File: config.mk
export PLATFORM = sky130hd
export DESIGN_NAME = dz_scan_ctrl_flat
export DESIGN_NICKNAME = d
export VERILOG_FILES = /design/src/rtl/dz_pkg.sv /design/src/rtl/dz_scan_ctrl_if.sv /design/src/rtl/dz_glyph_rom.sv /design/src/rtl/dz_scan_ctrl.sv /design/src/flat_wrapper.sv
export SDC_FILE = /design/constraint.sdc
export NUM_CORES = 1
export LEC_CHECK = 0
export CAP_MARGIN = 10
export CORE_UTILIZATION = 45
export CTS_CLUSTER_DIAMETER = 150
export DETAILED_ROUTE_END_ITERATION = 7
export PLACE_DENSITY_LB_ADDON = 0.08
export SETUP_SLACK_MARGIN = 0.05
export SLEW_MARGIN = 30
export SYNTH_ARGS = -nofsm -noshare
export SYNTH_HDL_FRONTEND = slang
export SYNTH_SLANG_ARGS = --single-unit
File: constraint.sdc
create_clock -name clk -period 8.5 [get_ports clk]
set_input_delay 1.275 -clock clk [delete_from_list [all_inputs] [get_ports clk]]
set_output_delay 1.275 -clock clk [all_outputs]
set_load 0.01 [all_outputs]
File: src/rtl/dz_pkg.sv
// dz_pkg: colour codes, FSM states and the 10x8x8 digit glyph table (MSB = leftmost column)
package dz_pkg;
   localparam logic [1:0] DZ_OFF = 2'b00;
   localparam logic [1:0] DZ_RED = 2'b01;
   localparam logic [1:0] DZ_GREEN = 2'b10;
   localparam logic [1:0] DZ_YELLOW = 2'b11;
   localparam logic [7:0] DZ_BLANK = 8'h00;
   typedef enum logic {ST_IDLE, ST_SCAN} dz_state_e;
   localparam logic [7:0] DZ_GLYPHS [10][8] = '{
      '{8'h00, 8'h3C, 8'h66, 8'h6E, 8'h76, 8'h66, 8'h66, 8'h3C},
      '{8'h00, 8'h18, 8'h18, 8'h38, 8'h18, 8'h18, 8'h18, 8'h3C},
      '{8'h00, 8'h3C, 8'h66, 8'h06, 8'h0C, 8'h30, 8'h60, 8'h7E},
      '{8'h00, 8'h3C, 8'h66, 8'h06, 8'h1C, 8'h06, 8'h66, 8'h3C},
      '{8'h00, 8'h0C, 8'h1C, 8'h2C, 8'h4C, 8'h7E, 8'h0C, 8'h0C},
      '{8'h00, 8'h7E, 8'h60, 8'h7C, 8'h06, 8'h06, 8'h66, 8'h3C},
      '{8'h00, 8'h3C, 8'h60, 8'h7C, 8'h66, 8'h66, 8'h66, 8'h3C},
      '{8'h00, 8'h7E, 8'h06, 8'h0C, 8'h18, 8'h30, 8'h30, 8'h30},
      '{8'h00, 8'h3C, 8'h66, 8'h66, 8'h3C, 8'h66, 8'h66, 8'h3C},
      '{8'h00, 8'h3C, 8'h66, 8'h66, 8'h3E, 8'h06, 8'h0C, 8'h38}
   };
endpackage

File: src/rtl/dz_scan_ctrl_if.sv
// dz_scan_ctrl_if: digit/colour handshake and matrix pin bundle
// blink is present only when DZ_BLINK_EN is defined
interface dz_scan_ctrl_if #(parameter int ROWS = 8, parameter int COLS = 8);
   logic st;
   logic [3:0] num;
   logic [1:0] color;
   logic num_valid;
   logic num_ready;
   logic [ROWS-1:0] row;
   logic [COLS-1:0] colr;
   logic [COLS-1:0] colg;
   logic frame_start;
`ifdef DZ_BLINK_EN
   logic blink;
   modport master (output st, num, color, num_valid, blink, input num_ready, row, colr, colg, frame_start);
   modport slave (input st, num, color, num_valid, blink, output num_ready, row, colr, colg, frame_start);
`else
   modport master (output st, num, color, num_valid, input num_ready, row, colr, colg, frame_start);
   modport slave (input st, num, color, num_valid, output num_ready, row, colr, colg, frame_start);
`endif
endinterface

File: src/rtl/dz_glyph_rom.sv
// dz_glyph_rom: digit and row index to 8-bit glyph row, blank for codes 10..15
module dz_glyph_rom
   import dz_pkg::*;
(
   input  logic [3:0] num_i,
   input  logic [2:0] ridx_i,
   output logic [7:0] pattern_o
);
   assign pattern_o = (num_i < 4'd10) ? DZ_GLYPHS[num_i][ridx_i] : DZ_BLANK;
endmodule

File: src/rtl/dz_scan_ctrl.sv
// dz_scan_ctrl: row-scanned bicolour digit display with frame-aligned digit/colour updates
// optional DZ_BLINK_EN adds a blink input that blanks columns every other BLINK_FRAMES frames
module dz_scan_ctrl
   import dz_pkg::*;
#(
   parameter int ROWS = 8,
   parameter int COLS = 8,
   parameter int SCAN_DIV = 1,
   parameter int BLINK_FRAMES = 32
) (
   input  logic clk,
   input  logic rst,
   dz_scan_ctrl_if.slave bus
);
   localparam int DW = SCAN_DIV > 1 ? $clog2(SCAN_DIV) : 1;
   if (ROWS < 1 || ROWS > 8 || COLS < 1 || COLS > 8 || SCAN_DIV < 1 || BLINK_FRAMES < 1) begin : g_bad_cfg
      $error("dz_scan_ctrl: parameter out of range");
   end
   dz_state_e state_q, state_d;
   logic [2:0] ridx_q, ridx_d;
   logic [DW-1:0] div_q, div_d;
   logic [3:0] dnum_q, dnum_d, pnum_q, pnum_d;
   logic [1:0] dcol_q, dcol_d, pcol_q, pcol_d;
   logic pend_q, pend_d;
   logic [ROWS-1:0] row_q, row_d;
   logic [COLS-1:0] colr_q, colr_d, colg_q, colg_d;
   logic fs_q, fs_d;
   logic [7:0] glyph;
   logic wrap, div_end, apply, dark;
   assign div_end = div_q == DW'(SCAN_DIV - 1);
   assign wrap = state_q == ST_SCAN && div_end && ridx_q == 3'(ROWS - 1);
   always_comb begin
      apply = pend_q && (state_q == ST_IDLE || (wrap && bus.st));
      state_d = bus.st ? ST_SCAN : ST_IDLE;
      div_d = (!bus.st || state_q == ST_IDLE || div_end) ? '0 : div_q + 1'b1;
      ridx_d = (!bus.st || state_q == ST_IDLE || wrap) ? 3'd0 : div_end ? ridx_q + 3'd1 : ridx_q;
      dnum_d = apply ? pnum_q : dnum_q;
      dcol_d = apply ? pcol_q : dcol_q;
      pend_d = apply ? 1'b0 : pend_q || bus.num_valid;
      pnum_d = (!pend_q && bus.num_valid) ? bus.num : pnum_q;
      pcol_d = (!pend_q && bus.num_valid) ? bus.color : pcol_q;
      fs_d = bus.st && (state_q == ST_IDLE || wrap);
      row_d = bus.st ? ~(ROWS'(1) << ridx_d) : '1;
   end
   // columns come from next-state digit and row so they always change together with row
   dz_glyph_rom u_rom (.num_i(dnum_d), .ridx_i(ridx_d), .pattern_o(glyph));
   assign colr_d = (bus.st && !dark && (dcol_d == DZ_RED || dcol_d == DZ_YELLOW)) ? glyph[7 -: COLS] : '0;
   assign colg_d = (bus.st && !dark && (dcol_d == DZ_GREEN || dcol_d == DZ_YELLOW)) ? glyph[7 -: COLS] : '0;
`ifdef DZ_BLINK_EN
   localparam int FW = $clog2(2 * BLINK_FRAMES);
   logic [FW-1:0] fcnt_q, fcnt_d;
   // entry frame is frame 0; count advances only on wrap
   assign fcnt_d = (!bus.st || state_q == ST_IDLE) ? '0 : !wrap ? fcnt_q :
                   (fcnt_q == FW'(2 * BLINK_FRAMES - 1)) ? '0 : fcnt_q + 1'b1;
   assign dark = bus.blink && fcnt_d >= FW'(BLINK_FRAMES);
   always_ff @(posedge clk) fcnt_q <= rst ? '0 : fcnt_d;
`else
   assign dark = 1'b0;
`endif
   always_ff @(posedge clk) begin
      if (rst) begin
         state_q <= ST_IDLE;
         ridx_q <= '0;
         div_q <= '0;
         dnum_q <= '0;
         dcol_q <= DZ_GREEN;
         pend_q <= 1'b0;
         pnum_q <= '0;
         pcol_q <= DZ_OFF;
         row_q <= '1;
         colr_q <= '0;
         colg_q <= '0;
         fs_q <= 1'b0;
      end else begin
         state_q <= state_d;
         ridx_q <= ridx_d;
         div_q <= div_d;
         dnum_q <= dnum_d;
         dcol_q <= dcol_d;
         pend_q <= pend_d;
         pnum_q <= pnum_d;
         pcol_q <= pcol_d;
         row_q <= row_d;
         colr_q <= colr_d;
         colg_q <= colg_d;
         fs_q <= fs_d;
      end
   end
   assign bus.row = row_q;
   assign bus.colr = colr_q;
   assign bus.colg = colg_q;
   assign bus.frame_start = fs_q;
   assign bus.num_ready = ~pend_q;
endmodule

File: src/flat_wrapper.sv
// flat-port wrapper written by rule: the top's interface ports become plain ports
module dz_scan_ctrl_flat import dz_pkg::*;
#(
   parameter int ROWS = 8,
   parameter int COLS = 8,
   parameter int SCAN_DIV = 1,
   parameter int BLINK_FRAMES = 32
)
  (clk, rst, bus_st, bus_num, bus_color, bus_num_valid, bus_num_ready, bus_row, bus_colr, bus_colg, bus_frame_start);
  dz_scan_ctrl_if #(.ROWS(ROWS), .COLS(COLS)) bus_i ();
  input  logic clk;
  input  logic rst;
  input wire logic [$bits(bus_i.st)-1:0] bus_st;
  input wire logic [$bits(bus_i.num)-1:0] bus_num;
  input wire logic [$bits(bus_i.color)-1:0] bus_color;
  input wire logic [$bits(bus_i.num_valid)-1:0] bus_num_valid;
  output wire logic [$bits(bus_i.num_ready)-1:0] bus_num_ready;
  output wire logic [$bits(bus_i.row)-1:0] bus_row;
  output wire logic [$bits(bus_i.colr)-1:0] bus_colr;
  output wire logic [$bits(bus_i.colg)-1:0] bus_colg;
  output wire logic [$bits(bus_i.frame_start)-1:0] bus_frame_start;
  assign bus_i.st = bus_st;
  assign bus_i.num = bus_num;
  assign bus_i.color = bus_color;
  assign bus_i.num_valid = bus_num_valid;
  assign bus_num_ready = bus_i.num_ready;
  assign bus_row = bus_i.row;
  assign bus_colr = bus_i.colr;
  assign bus_colg = bus_i.colg;
  assign bus_frame_start = bus_i.frame_start;
  dz_scan_ctrl #(.ROWS(ROWS), .COLS(COLS), .SCAN_DIV(SCAN_DIV), .BLINK_FRAMES(BLINK_FRAMES)) u_core (.clk(clk), .rst(rst), .bus(bus_i));
endmodule
Word-level counts from Yosys, hierarchy flattened
Memory sizes are Yosys's and may differ from the RTL's.
Cells that the tools add are included.
- register bits: 43
- memory bits (read-only): 1024
- input bits: 10
- output and inout bits: 26
- memories kept: 1
- add/sub/neg operators: 2
- $lt $le $gt $ge: 3
- equal/unequal tests: 4
- shift-type cells: 1
- muxes and demuxes: 11
- bitwise logic cells: 9
- reductions and logical operators: 23
- memory list (memory ; depth ; width ; rd ports ; clocked after memory_dff ; wr ports ; RTL line ; text):
    (name not given) ; 16 ; 64 ; 1 ; 0 ; 0 ; dz_glyph_rom.sv:9 ; assign pattern_o = (num_i < 4'd10) ? DZ_GLYPHS[num_i][ridx_i] : DZ_BLANK;
- operators with widths (operator ; number):
    2-to-1 mux 64 bit ; 2
    binary-select mux 8 bit (select 3 bit) ; 1
    2-to-1 mux 8 bit ; 3
    OR reduction 2 bit ; 5
    logical AND 1 bit ; 8
    logical OR 1 bit ; 8
    inverter 8 bit ; 1
    left shift 1 x 3 -> 8 bit (first input constant) ; 1
    2-to-1 mux 3 bit ; 2
    inverter 1 bit ; 6
    greater-or-equal comparator 5 bit (second input constant) ; 1
    inverter 4 -> 5 bit ; 1
    equality test 2 bit (second input constant) ; 2
    greater-or-equal comparator 4 bit (second input constant) ; 1
    < comparator 4 bit (second input constant) ; 1
    2-to-1 mux 4 bit ; 1
    inverter 3 -> 4 bit ; 1
    adder 3 x 1 -> 3 bit (second input constant) ; 1
    equality test 3 bit (second input constant) ; 1
    equality test 2 x 1 -> 1 bit (second input constant) ; 1
    logical NOT 1 bit ; 2
    2-to-1 mux 2 bit ; 1
    adder 1 bit (second input constant) ; 1
    2-to-1 mux 1 bit ; 1

Logic depth before layout (Yosys ltp)
Gate-level depths: netlist of the first run.
- word-level depth: 15
- depth in mapped cells: 15
- depth with buffers taken out: 13

Cells and area by module
A second synthesis of the first run with hierarchy kept.
- cell total of the unflattened synthesis: 265
- area total of the unflattened synthesis: 2358.5 um2
- by module, submodules not included (module ; times used ; cells an instance ; area an instance (um2) ; sequential area each (um2)):
    dz_scan_ctrl ; 1 ; 151 ; 1569.0 ; 860.8
    dz_glyph_rom ; 1 ; 114 ; 789.5 ; 0.0

Worst setup path after synthesis of the first run
Ideal clock, no wire load.
- path type: input -> register
- start: input bus_st
- end: register u_core.colr_q[4] (netlist: u_core.bus.colr[4])
- arrival: 3643 ps
- data required time: 8361 ps
- slack: 4718 ps
- stages: 13
- path through: and4b_1 -> buf_6 -> nor2_8 -> buf_2 -> mux2i_1 -> ha_1 -> clkbuf_1 -> xor2_1 -> nor4_1 -> a2111oi_0 -> a211oi_1 -> o21ai_0 -> a21oi_1
- word-level cells in the longest chain between the ends: 12
- elaborated cells on any way between the ends: 25
- classes of those cells: order compare: 1; eq/ne: 2; mux: 9; bitwise: 3; reduce/logical: 9; memory: 1
- ends and longest elaborated chain (item ; RTL line ; text):
    from (decl) ; flat_wrapper.sv:13 ; input wire logic [$bits(bus_i.st)-1:0] bus_st;
    logical AND 1 bit ; dz_scan_ctrl.sv:33 ; apply = pend_q && (state_q == ST_IDLE || (wrap && bus.st));
    logical OR 1 bit ; dz_scan_ctrl.sv:33 ;
    logical AND 1 bit ; dz_scan_ctrl.sv:33 ;
    2-to-1 mux 4 bit ; dz_scan_ctrl.sv:37 ; dnum_d = apply ? pnum_q : dnum_q;
    inverter 4 -> 5 bit (not written as such) ; dz_glyph_rom.sv:9 ;
    memory (16 x 64 bit) ; - ;
    2-to-1 mux 64 bit (not written as such) (2 in series) ; dz_glyph_rom.sv:9 ;
    binary-select mux 8 bit (select 3 bit) ; dz_glyph_rom.sv:9 ;
    2-to-1 mux 8 bit (not written as such) (2 in series) ; dz_glyph_rom.sv:9 ;
    2-to-1 mux 8 bit ; dz_glyph_rom.sv:9 ;
    to (signal assigned) ; dz_scan_ctrl.sv:84 ; colr_q <= colr_d;
    to (decl) ; dz_scan_ctrl.sv:26 ; logic [COLS-1:0] colr_q, colr_d, colg_q, colg_d;
Parallel ways exist; a longest one is shown, timed or not. The select of a mux whose other input is x is not followed.
A chain may end at the register's enable or synchronous reset.

Worst setup path after layout of the first run
Same ends and word-level chain as after synthesis.

==> results of run 1 <==
==> kinds of logic after synthesis <==
logic type	Yosys count	share of synthesized area (%)
simple gates	105	23.2
compound gates	90	27.3
flops	39	32.5
buf+inv	27	5.62
mux	14	6.61
fa+ha+maj	7	3.64
xor+xnor	3	1.09
other cells	1	0.156
==> area by class of cell <==
| cell class | count | area (sq um) |
|---|---|---|
| fillers | 523 | 2340 |
| multi-input cells | 224 | 1510 |
| flip-flops and latches | 39 | 781 |
| repair buffers | 31 | 310 |
| well taps | 70 | 87.6 |
| clock buffers | 6 | 82.6 |
| inverters | 6 | 22.5 |
| clock inverters | 1 | 5.00 |
==> placed cells by master (no fill, tap or decap), drive strengths merged, types with 4 or more instances in the layout <==
master	instances
o31ai	4
o211ai	6
nand2b	7
ha	7
clkdlybuf4s50	31
nand2	26
nand4	5
a211oi	7
nand3	11
o21ai	19
nor3	4
nor2	28
and2	4
conb	5
mux2i	12
o21a	5
dfxtp	39
a21oi	11
clkbuf	6
inv	6
==> worst max-delay path: stages <==
cell	delay (ns)
clkdlybuf4s50_1	0.47
and4b_1	0.35
nor2_8	0.34
mux2i_1	0.47
ha_1	0.41
xor2_1	0.24
nor4_1	0.08
a2111oi_0	0.45
a211oi_1	0.12
o21ai_0	0.15
a21oi_1	0.10
==> metal layers <==
metal	global-route usage, %	part of all wire [%]
met1	35.8	48
met4	8.18	1.5
met2	41.8	47
met3	4.82	3.9
met5	0	0
==> flip-flops by register name, summed over array words and instances (netlist names) <==
name                    flops
u_core.pend_q               1
u_core.dnum_q               4
u_core.bus.row              8
u_core.pcol_q               2
u_core.pnum_q               4
u_core.ridx_q               3
u_core.dcol_q               2
u_core.div_q                1
u_core.state_q              1
u_core.bus.colg             6
u_core.bus.frame_start      1
u_core.bus.colr             6
==> synthesized netlist by cell type, types with 2 or more instances <==
| cell type | number |
|---|---|
| xor2_1 | 3 |
| clkbuf_1 | 9 |
| o31ai_1 | 4 |
| dfxtp_1 | 39 |
| a211o_1 | 3 |
| and3_1 | 3 |
| a211oi_1 | 7 |
| a21oi_1 | 11 |
| nand3_1 | 11 |
| nor2b_1 | 3 |
| buf_2 | 6 |
| buf_4 | 5 |
| a311oi_1 | 2 |
| a21o_1 | 3 |
| o2111ai_1 | 2 |
| nand4_1 | 5 |
| nor2_1 | 27 |
| o32ai_1 | 3 |
| ha_1 | 7 |
| inv_1 | 6 |
| o211ai_1 | 6 |
| nand2_1 | 26 |
| o22ai_1 | 2 |
| o21a_1 | 5 |
| o21ai_0 | 17 |
| mux2i_1 | 11 |
| nand2b_1 | 7 |
| nand4b_1 | 3 |
| a31oi_1 | 3 |
| o221ai_1 | 2 |
| nor3_1 | 4 |
| and2_1 | 3 |
| o31a_1 | 2 |
==> report_power, final <==
part | internal [mW] | switching, mW | leakage, nW
clock | 0.0636 | 0.0622 | 0.0470
combinational | 0.0230 | 0.0341 | 0.683
sequential | 0.187 | 0.00678 | 0.317
total | 0.274 | 0.103 | 1.05
==> final timing paths <==
| kind | cells after the start | from | endpoint |
|---|---|---|---|
| worst max-delay path | 11 | bus_st | u_core.bus.colr[4]$_SDFF_PP0_ |
| worst min-delay path | 1 | u_core.state_q$_SDFF_PP0_ | u_core.bus.frame_start$_SDFF_PP0_ |
| worst min register to register | 1 | u_core.state_q$_SDFF_PP0_ | u_core.bus.frame_start$_SDFF_PP0_ |
| worst max register to register | 12 | u_core.ridx_q[0]$_SDFF_PP0_ | u_core.bus.colr[4]$_SDFF_PP0_ |
==> impl_metrics.env, run 1 <==
export IMPL_run_status="completed"
export IMPL_avgViaCountPerCell=5.96
export IMPL_post_drt_wl_per_cell_um=18.0
export IMPL_synth_top_area_share_pct=32.5
export IMPL_yosys_area_top_type="dfxtp_1"
export IMPL_fin_cells=377
export IMPL_coreArea_sq_um=5140
export IMPL_total_power_uw=377
export IMPL_slew_limit_headroom_pct=37.6
export IMPL_h_tree_depth=2
export IMPL_dp_hpwl_um=5080
export IMPL_synth_edf_count=0
export IMPL_io_buffers=31
export IMPL_grt_usage_pct=26.2
export IMPL_cap_violations=0
export IMPL_skew_ns=0.00376
export IMPL_grt_max_degree=19
export IMPL_synthesis_area_sq_um=2400
export IMPL_seq_area_frac_synth_pct=32.5
export IMPL_netlist_top_cells_area="dfxtp_1 (32%), mux2i_1 (4.6%), nor2_1 (4.2%)"
export IMPL_tritoncts="built"
export IMPL_hold_viol_final=0
export IMPL_hold_buffers=0
export IMPL_finalCritPeriodShare_pct=50.6
export IMPL_final_setup_viol_count=0
export IMPL_cts_sinks=39
export IMPL_vias=2246
export IMPL_grt_pass1_wl_um=10900
export IMPL_antenna_cells=0
export IMPL_r2r_slack_ns=4.78
export IMPL_power_density_nw_per_um2=135
export IMPL_detail_route_antenna_nets=0
export IMPL_finish_utilization_pct=54.4
export IMPL_ys_flop_type="dfxtp_1"
export IMPL_syn_area_per_cell_sq_um=8.41
export IMPL_die_h_um=75.1
export IMPL_cts_buffers=5
export IMPL_initial_core_util_pct=46.8
export IMPL_rows=26
export IMPL_crit_type="in -> reg"
export IMPL_dieArea_sq_um=5640
export IMPL_worst_slack_ns=4.20
export IMPL_cp_required_ns=8.65
export IMPL_clk_latency_ns=0.29
export IMPL_arrival_ns=4.45
export IMPL_tns_ns=0
export IMPL_synth_async_reset_ratio_pct=0
export IMPL_synth_distinct_cells=69
export IMPL_irDropWorstVdd_uv=74.4
export IMPL_area_delta_synth_final_pct=16.3
export IMPL_drc=0
export IMPL_dieWidth_um=75.1
export IMPL_clk_pin_slew_ns=0.07
export IMPL_antenna_found_initial=0
export IMPL_place_gp_congestion=0.969
export IMPL_cts_setup_buffers=0
export IMPL_syn_inst=286
export IMPL_timing_fmax_mhz=232
export IMPL_synth_warnings=0
export IMPL_totalWireLength_um=6770
export IMPL_cts_buffer_depth=2
export IMPL_first_pass_iters=4
export IMPL_hp_class="reg -> reg"
export IMPL_worst_slew_pin_transition_ns=0.932
export IMPL_grt_pass1_vias=2063
export IMPL_post_dp_cell_area_sq_um=2710
export IMPL_cts_root_buf="clkbuf_8"
export IMPL_hold_ws_ns=0.499
export IMPL_ys_ff_latch=39
export IMPL_p_leak_nw=1.05
export IMPL_worstPathMaxFanout=18
export IMPL_rsz0062_at_grt="no"
export IMPL_min_period_ns=4.30
export IMPL_end_kind="register"
export IMPL_slew_viol_final=0
export IMPL_post_place_cells=370
export IMPL_grt_overflow=0
export IMPL_ioPinCount=36
export IMPL_dp_slack_ns=3.96
export IMPL_initialDrtViolationCount=256
export IMPL_cts_resized_gates=0
export IMPL_fin_area_sq_um=2800
export IMPL_nNetsFinal=324
export IMPL_layout_drive_gt1_share_pct=6.19
export IMPL_cp_start_kind="primary input"
Power figures use the tool's default switching activity.
==> run 2, diff against run 1 <==
==> constraint.sdc (replaced) <==
create_clock -name clk -period 4.41 [get_ports clk]
set_input_delay 0.6615 -clock clk [delete_from_list [all_inputs] [get_ports clk]]
set_output_delay 0.6615 -clock clk [all_outputs]
set_load 0.01 [all_outputs]
==> run 2 against run 1 <==
Critical path depth is 1 higher; die area stayed put; clock-buffer cell count is 1 higher; non-clock buffer count is 1 higher; first-iteration DRC count is 27% lower; sequential power is 93% higher; combinational power is 93% higher.
==> impl_metrics.env, run 2 (synthesis results as in run 1) <==
export IMPL_cts_sinks=39
export IMPL_cts_setup_buffers=0
export IMPL_worst_slew_pin_transition_ns=0.693
export IMPL_tns_ns=0
export IMPL_arrival_ns=3.94
export IMPL_largest_reg_flops=8
export IMPL_cts_buffer_depth=2
export IMPL_p_seq_share_pct=51.9
export IMPL_rsz0062_at_grt="no"
export IMPL_timing_fmax_mhz=264
export IMPL_p_clk_share_pct=32.8
export IMPL_final_setup_viol_count=0
export IMPL_layout_common_cells="dfxtp_1 (39), clkdlybuf4s50_1 (31), nor2_1 (27)"
export IMPL_clk_latency_ns=0.30
export IMPL_dieWidth_um=75.1
export IMPL_run_status="completed"
export IMPL_first_pass_iters=5
export IMPL_initial_core_util_pct=46.8
export IMPL_end_kind="register"
export IMPL_slew_viol_final=0
export IMPL_hold_buffers=0
export IMPL_layout_commonest_cell="dfxtp_1"
export IMPL_skew_ns=0.00785
export IMPL_place_gp_congestion=0.974
export IMPL_fin_area_sq_um=2800
export IMPL_antenna_cells=0
export IMPL_tritoncts="built"
export IMPL_worstPathMaxFanout=18
export IMPL_power_internal_uw=516
export IMPL_crit_type="reg -> reg"
export IMPL_r2r_slack_ns=0.63
export IMPL_antenna_found_initial=0
export IMPL_ioPinCount=36
export IMPL_slew_limit_headroom_pct=53.2
export IMPL_cp_start_kind="register"
export IMPL_cts_resized_gates=0
export IMPL_area_delta_synth_final_pct=16.3
export IMPL_avgViaCountPerCell=5.98
export IMPL_grt_max_degree=19
export IMPL_dieArea_sq_um=5640
export IMPL_p_leak_nw=1.05
export IMPL_p_sw_uw=205
export IMPL_clk_pin_slew_ns=0.08
export IMPL_cts_buffers=5
export IMPL_io_buffers=31
export IMPL_grt_usage_pct=26.7
export IMPL_grt_pass1_vias=2088
export IMPL_totalWireLength_um=6700
export IMPL_power_density_nw_per_um2=258
export IMPL_drc=0
export IMPL_pwr_share_comb_pct=15.2
export IMPL_swShare_pct=28.4
export IMPL_detail_route_antenna_nets=0
export IMPL_hold_viol_final=0
export IMPL_dp_slack_ns=0.440
export IMPL_layout_drive_gt1_share_pct=6.15
export IMPL_vias=2268
export IMPL_die_h_um=75.1
export IMPL_grt_pass1_wl_um=11000
export IMPL_nNetsFinal=325
export IMPL_cp_required_ns=4.57
export IMPL_cap_violations=0
export IMPL_min_period_ns=3.78
export IMPL_fillers=528
export IMPL_rows=26
export IMPL_grt_overflow=0
export IMPL_finalCritPeriodShare_pct=85.8
export IMPL_post_drt_wl_per_cell_um=17.7
export IMPL_h_tree_depth=2
export IMPL_coreArea_sq_um=5140
export IMPL_irDropWorstVdd_uv=192
export IMPL_hp_class="reg -> reg"
export IMPL_post_dp_cell_area_sq_um=2720
export IMPL_initialDrtViolationCount=188
export IMPL_cts_root_buf="clkbuf_8"
export IMPL_dp_hpwl_um=5030
export IMPL_worst_slack_ns=0.627
[run 2: stage by stage]
stage	hold slack (ns)	std cells	power, mW	util [%]
floorplan	0.446	290	0.459	-
global placement	0.477	371	0.492	52.8
detailed placement	0.491	371	0.490	52.8
CTS	0.514	379	0.722	54.4
global route	0.529	379	0.754	54.4
finish	0.507	379	0.721	54.4
[run 2: layout make-up]
class,instances,area [sq um],share of cell area [%]
clock buffers,7,76.3,2.73
well taps,70,87.6,3.13
flip-flops and latches,39,781,27.9
clock inverters,1,5.00,0.179
multi-input cells,224,1510,53.9
inverters,6,22.5,0.805
repair buffers,32,318,11.4
[run 2: power groups by stage]
stage | Sequential, mW | Combinational [mW] | Clock, mW
2_1_floorplan | 0.375 | 0.0836 | 0
3_3_place_gp | 0.382 | 0.110 | 0
3_5_place_dp | 0.382 | 0.108 | 0
4_1_cts | 0.374 | 0.108 | 0.240
5_1_grt | 0.376 | 0.121 | 0.257
6_report | 0.375 | 0.110 | 0.237
[run 2: critical path, stage by stage, from the launching register on]
cell and delay, ns:
dfxtp_1 0.36, ha_1 0.21, ha_1 0.26, and4b_1 0.36
nor2_8 0.34, mux2i_1 0.45, ha_1 0.42, xor2_1 0.23
nor4_1 0.07, a2111oi_0 0.55, a211oi_1 0.13, o21ai_0 0.16
a21oi_1 0.10
[run 2: layer usage]
layer	part of all wire, %	GRT usage [%]	wire [um]	vias up
met5	0	0	0	-
met4	4.9	17.8	329	0
met3	4.7	5.49	317	28
met2	43	39.0	2870	90
met1	47	35.4	3180	1051
li1	-	-	-	1099
[run 2: worst paths after layout]
check                                       to  cells past startpoint                   startpoint
min          u_core.bus.frame_start$_SDFF_PP0_                      1    u_core.state_q$_SDFF_PP0_
max reg2reg      u_core.bus.colr[4]$_SDFF_PP0_                     12  u_core.ridx_q[0]$_SDFF_PP0_
min reg2reg  u_core.bus.frame_start$_SDFF_PP0_                      1    u_core.state_q$_SDFF_PP0_
max              u_core.bus.colr[4]$_SDFF_PP0_                     12  u_core.ridx_q[0]$_SDFF_PP0_
==> run 3, diff against run 2 <==
--- a/config.mk
+++ b/config.mk
@@ -6,6 +6,7 @@
 export NUM_CORES = 1
 export LEC_CHECK = 0
 export CAP_MARGIN = 10
+export CORE_ASPECT_RATIO = 1.25
 export CORE_UTILIZATION = 45
 export CTS_CLUSTER_DIAMETER = 150
 export DETAILED_ROUTE_END_ITERATION = 7
==> run 3 against run 2 <==
Design area up 2.1%; via count grew 0.31%; critical endpoint unchanged; highest routed layer unchanged; sequential cell count unchanged; register-to-register slack better by 0.14 ns; clock power increased by 51%; global-route usage fell by 0.082 points; core utilization is 1.4 points higher; combinational power hardly changed; setup slack better by 0.14 ns.
==> impl_metrics.env, run 3 (synthesis results as in run 1) <==
export IMPL_initialDrtViolationCount=126
export IMPL_slew_viol_final=0
export IMPL_cap_violations=0
export IMPL_dieArea_sq_um=5640
export IMPL_fillers=489
export IMPL_grt_usage_pct=26.6
export IMPL_dp_hpwl_um=5140
export IMPL_post_place_cells=364
export IMPL_cp_startpoint="u_core.ridx_q[0]$_SDFF_PP0_"
export IMPL_cpPeakStageDelay_ns=0.47
export IMPL_hold_viol_final=0
export IMPL_place_gp_congestion=0.862
export IMPL_crit_buf_inv=0
export IMPL_rows=29
export IMPL_avgViaCountPerCell=6.10
export IMPL_cp_common_cell="ha_1"
export IMPL_first_pass_iters=4
export IMPL_cts_buffers=5
export IMPL_worst_slew_pin_transition_ns=0.714
export IMPL_hp_start="u_core.state_q$_SDFF_PP0_"
export IMPL_io_buffers=31
export IMPL_clk_latency_ns=0.30
export IMPL_slew_limit_headroom_pct=52.3
export IMPL_p_leak_nw=1.08
export IMPL_hp_class="reg -> reg"
export IMPL_antenna_cells=0
export IMPL_cts_resized_gates=0
export IMPL_coreArea_sq_um=5120
export IMPL_end_kind="register"
export IMPL_cp_start_kind="register"
export IMPL_h_tree_depth=2
export IMPL_initial_core_util_pct=47.0
export IMPL_vias=2275
export IMPL_grt_max_degree=19
export IMPL_tns_ns=0
export IMPL_seqCellArea_sq_um=781
export IMPL_layout_drive_gt1_share_pct=7.40
export IMPL_irDropWorstVdd_uv=164
export IMPL_cts_setup_buffers=0
export IMPL_fin_cells=373
export IMPL_layout_common_cells="dfxtp_1 (39), clkdlybuf4s50_1 (31), nor2_1 (27)"
export IMPL_power_density_nw_per_um2=295
export IMPL_hold_buffers=0
export IMPL_slowest_stage="mux2i_1"
export IMPL_critPathTopFamily="adder cells"
export IMPL_post_drt_wl_per_cell_um=18.5
export IMPL_grt_pass1_wl_um=11200
export IMPL_cts_root_buf="clkbuf_8"
export IMPL_path_cells="ha_1 -> ha_1 -> and4b_1 -> nor2_8 -> mux2i_1 -> ha_1 -> xor2_1 -> nor4_1 -> a2111oi_0 -> a211oi_1 -> o21ai_0 -> a21oi_1"
export IMPL_multi_input_area_sq_um=1510
export IMPL_arrival_ns=3.80
export IMPL_dieWidth_um=67.4
export IMPL_rsz0062_at_grt="no"
export IMPL_cts_sinks=39
export IMPL_area_delta_synth_final_pct=18.7
export IMPL_worstPathMaxFanout=18
export IMPL_clk_pin_slew_ns=0.08
export IMPL_ioPinCount=36
export IMPL_final_setup_viol_count=0
export IMPL_layout_commonest_cell="dfxtp_1"
export IMPL_run_status="completed"
export IMPL_nNetsFinal=327
export IMPL_tritoncts="built"
export IMPL_largest_reg_flops=8
export IMPL_crit_type="reg -> reg"
export IMPL_totalWireLength_um=6890
export IMPL_cts_buffer_depth=2
export IMPL_rr_startpoint="u_core.ridx_q[0]$_SDFF_PP0_"
export IMPL_finalCritPeriodShare_pct=82.6
export IMPL_die_h_um=83.7
export IMPL_antenna_found_initial=0
export IMPL_skew_ns=0.00562
export IMPL_min_period_ns=3.64
export IMPL_cp_required_ns=4.57
export IMPL_drc=0
export IMPL_grt_overflow=0
export IMPL_detail_route_antenna_nets=0
export IMPL_timing_fmax_mhz=274
export IMPL_grt_pass1_vias=2154
==> run 3: changes by cell type in the layout (fill, tap and decap cells not counted) <==
cell        delta
bufinv_16      +2
clkbuf_1       -2
buf_4          +1
clkbuf_2       +1
clkinv_2       -1
clkinvlp_4     +1
==> run 3: through the flow <==
| stage | util (%) | hold slack, ns | area [sq um] | power [mW] | worst slack, ns |
|---|---|---|---|---|---|
| 2_1_floorplan | - | 0.446 | 2420 | 0.459 | 1.09 |
| 3_3_place_gp | 53.0 | 0.470 | 2710 | 0.491 | 0.598 |
| 3_5_place_dp | 53.0 | 0.481 | 2710 | 0.490 | 0.516 |
| 4_1_cts | 55.6 | 0.497 | 2850 | 0.846 | 0.773 |
| 5_1_grt | 55.8 | 0.519 | 2860 | 0.878 | 0.486 |
| 6_report | 55.8 | 0.499 | 2860 | 0.843 | 0.765 |
==> run 3: routing by layer <==
metal  global-route usage (%)  up-vias  share of wire, %  routed length, um
li1                         -     1106                 -                  -
met1                     34.3     1064                44               3020
met2                     41.3       83                47               3210
met3                     3.83       22               4.7                323
met4                     15.1        0               5.0                344
met5                        0        -                 0                  0
==> run 3: final timing paths <==
check / slack (ns) / cells past startpoint / end
worst max-delay path: 0.77 / 12 / u_core.bus.colr[4]$_SDFF_PP0_
worst min-delay path: 0.50 / 1 / u_core.bus.frame_start$_SDFF_PP0_
worst max register to register: 0.77 / 12 / u_core.bus.colr[4]$_SDFF_PP0_
worst min register to register: 0.50 / 1 / u_core.bus.frame_start$_SDFF_PP0_
==> run 3: final cells by class <==
type	count	area share, %
clock inverter	3	2.37
timing repair buffer	34	11.6
clock buffer	5	2.41
tap	62	2.72
sequential	39	27.3
inverter	6	0.789
multi-input combinational	224	52.8
==> run 3: power breakdown <==
group          internal [mW]  total (mW)  switching (mW)
Combinational         0.0449       0.112          0.0668
Sequential             0.361       0.373          0.0122
Clock                  0.226       0.359           0.133
Total                  0.631       0.843           0.212
==> run 3: worst reg2reg max path: stages (launching register included) <==
cell	delay [ns]
dfxtp_1	0.36
ha_1	0.22
ha_1	0.26
and4b_1	0.37
nor2_8	0.34
mux2i_1	0.47
ha_1	0.41
xor2_1	0.20
nor4_1	0.06
a2111oi_0	0.44
a211oi_1	0.11
o21ai_0	0.16
a21oi_1	0.10
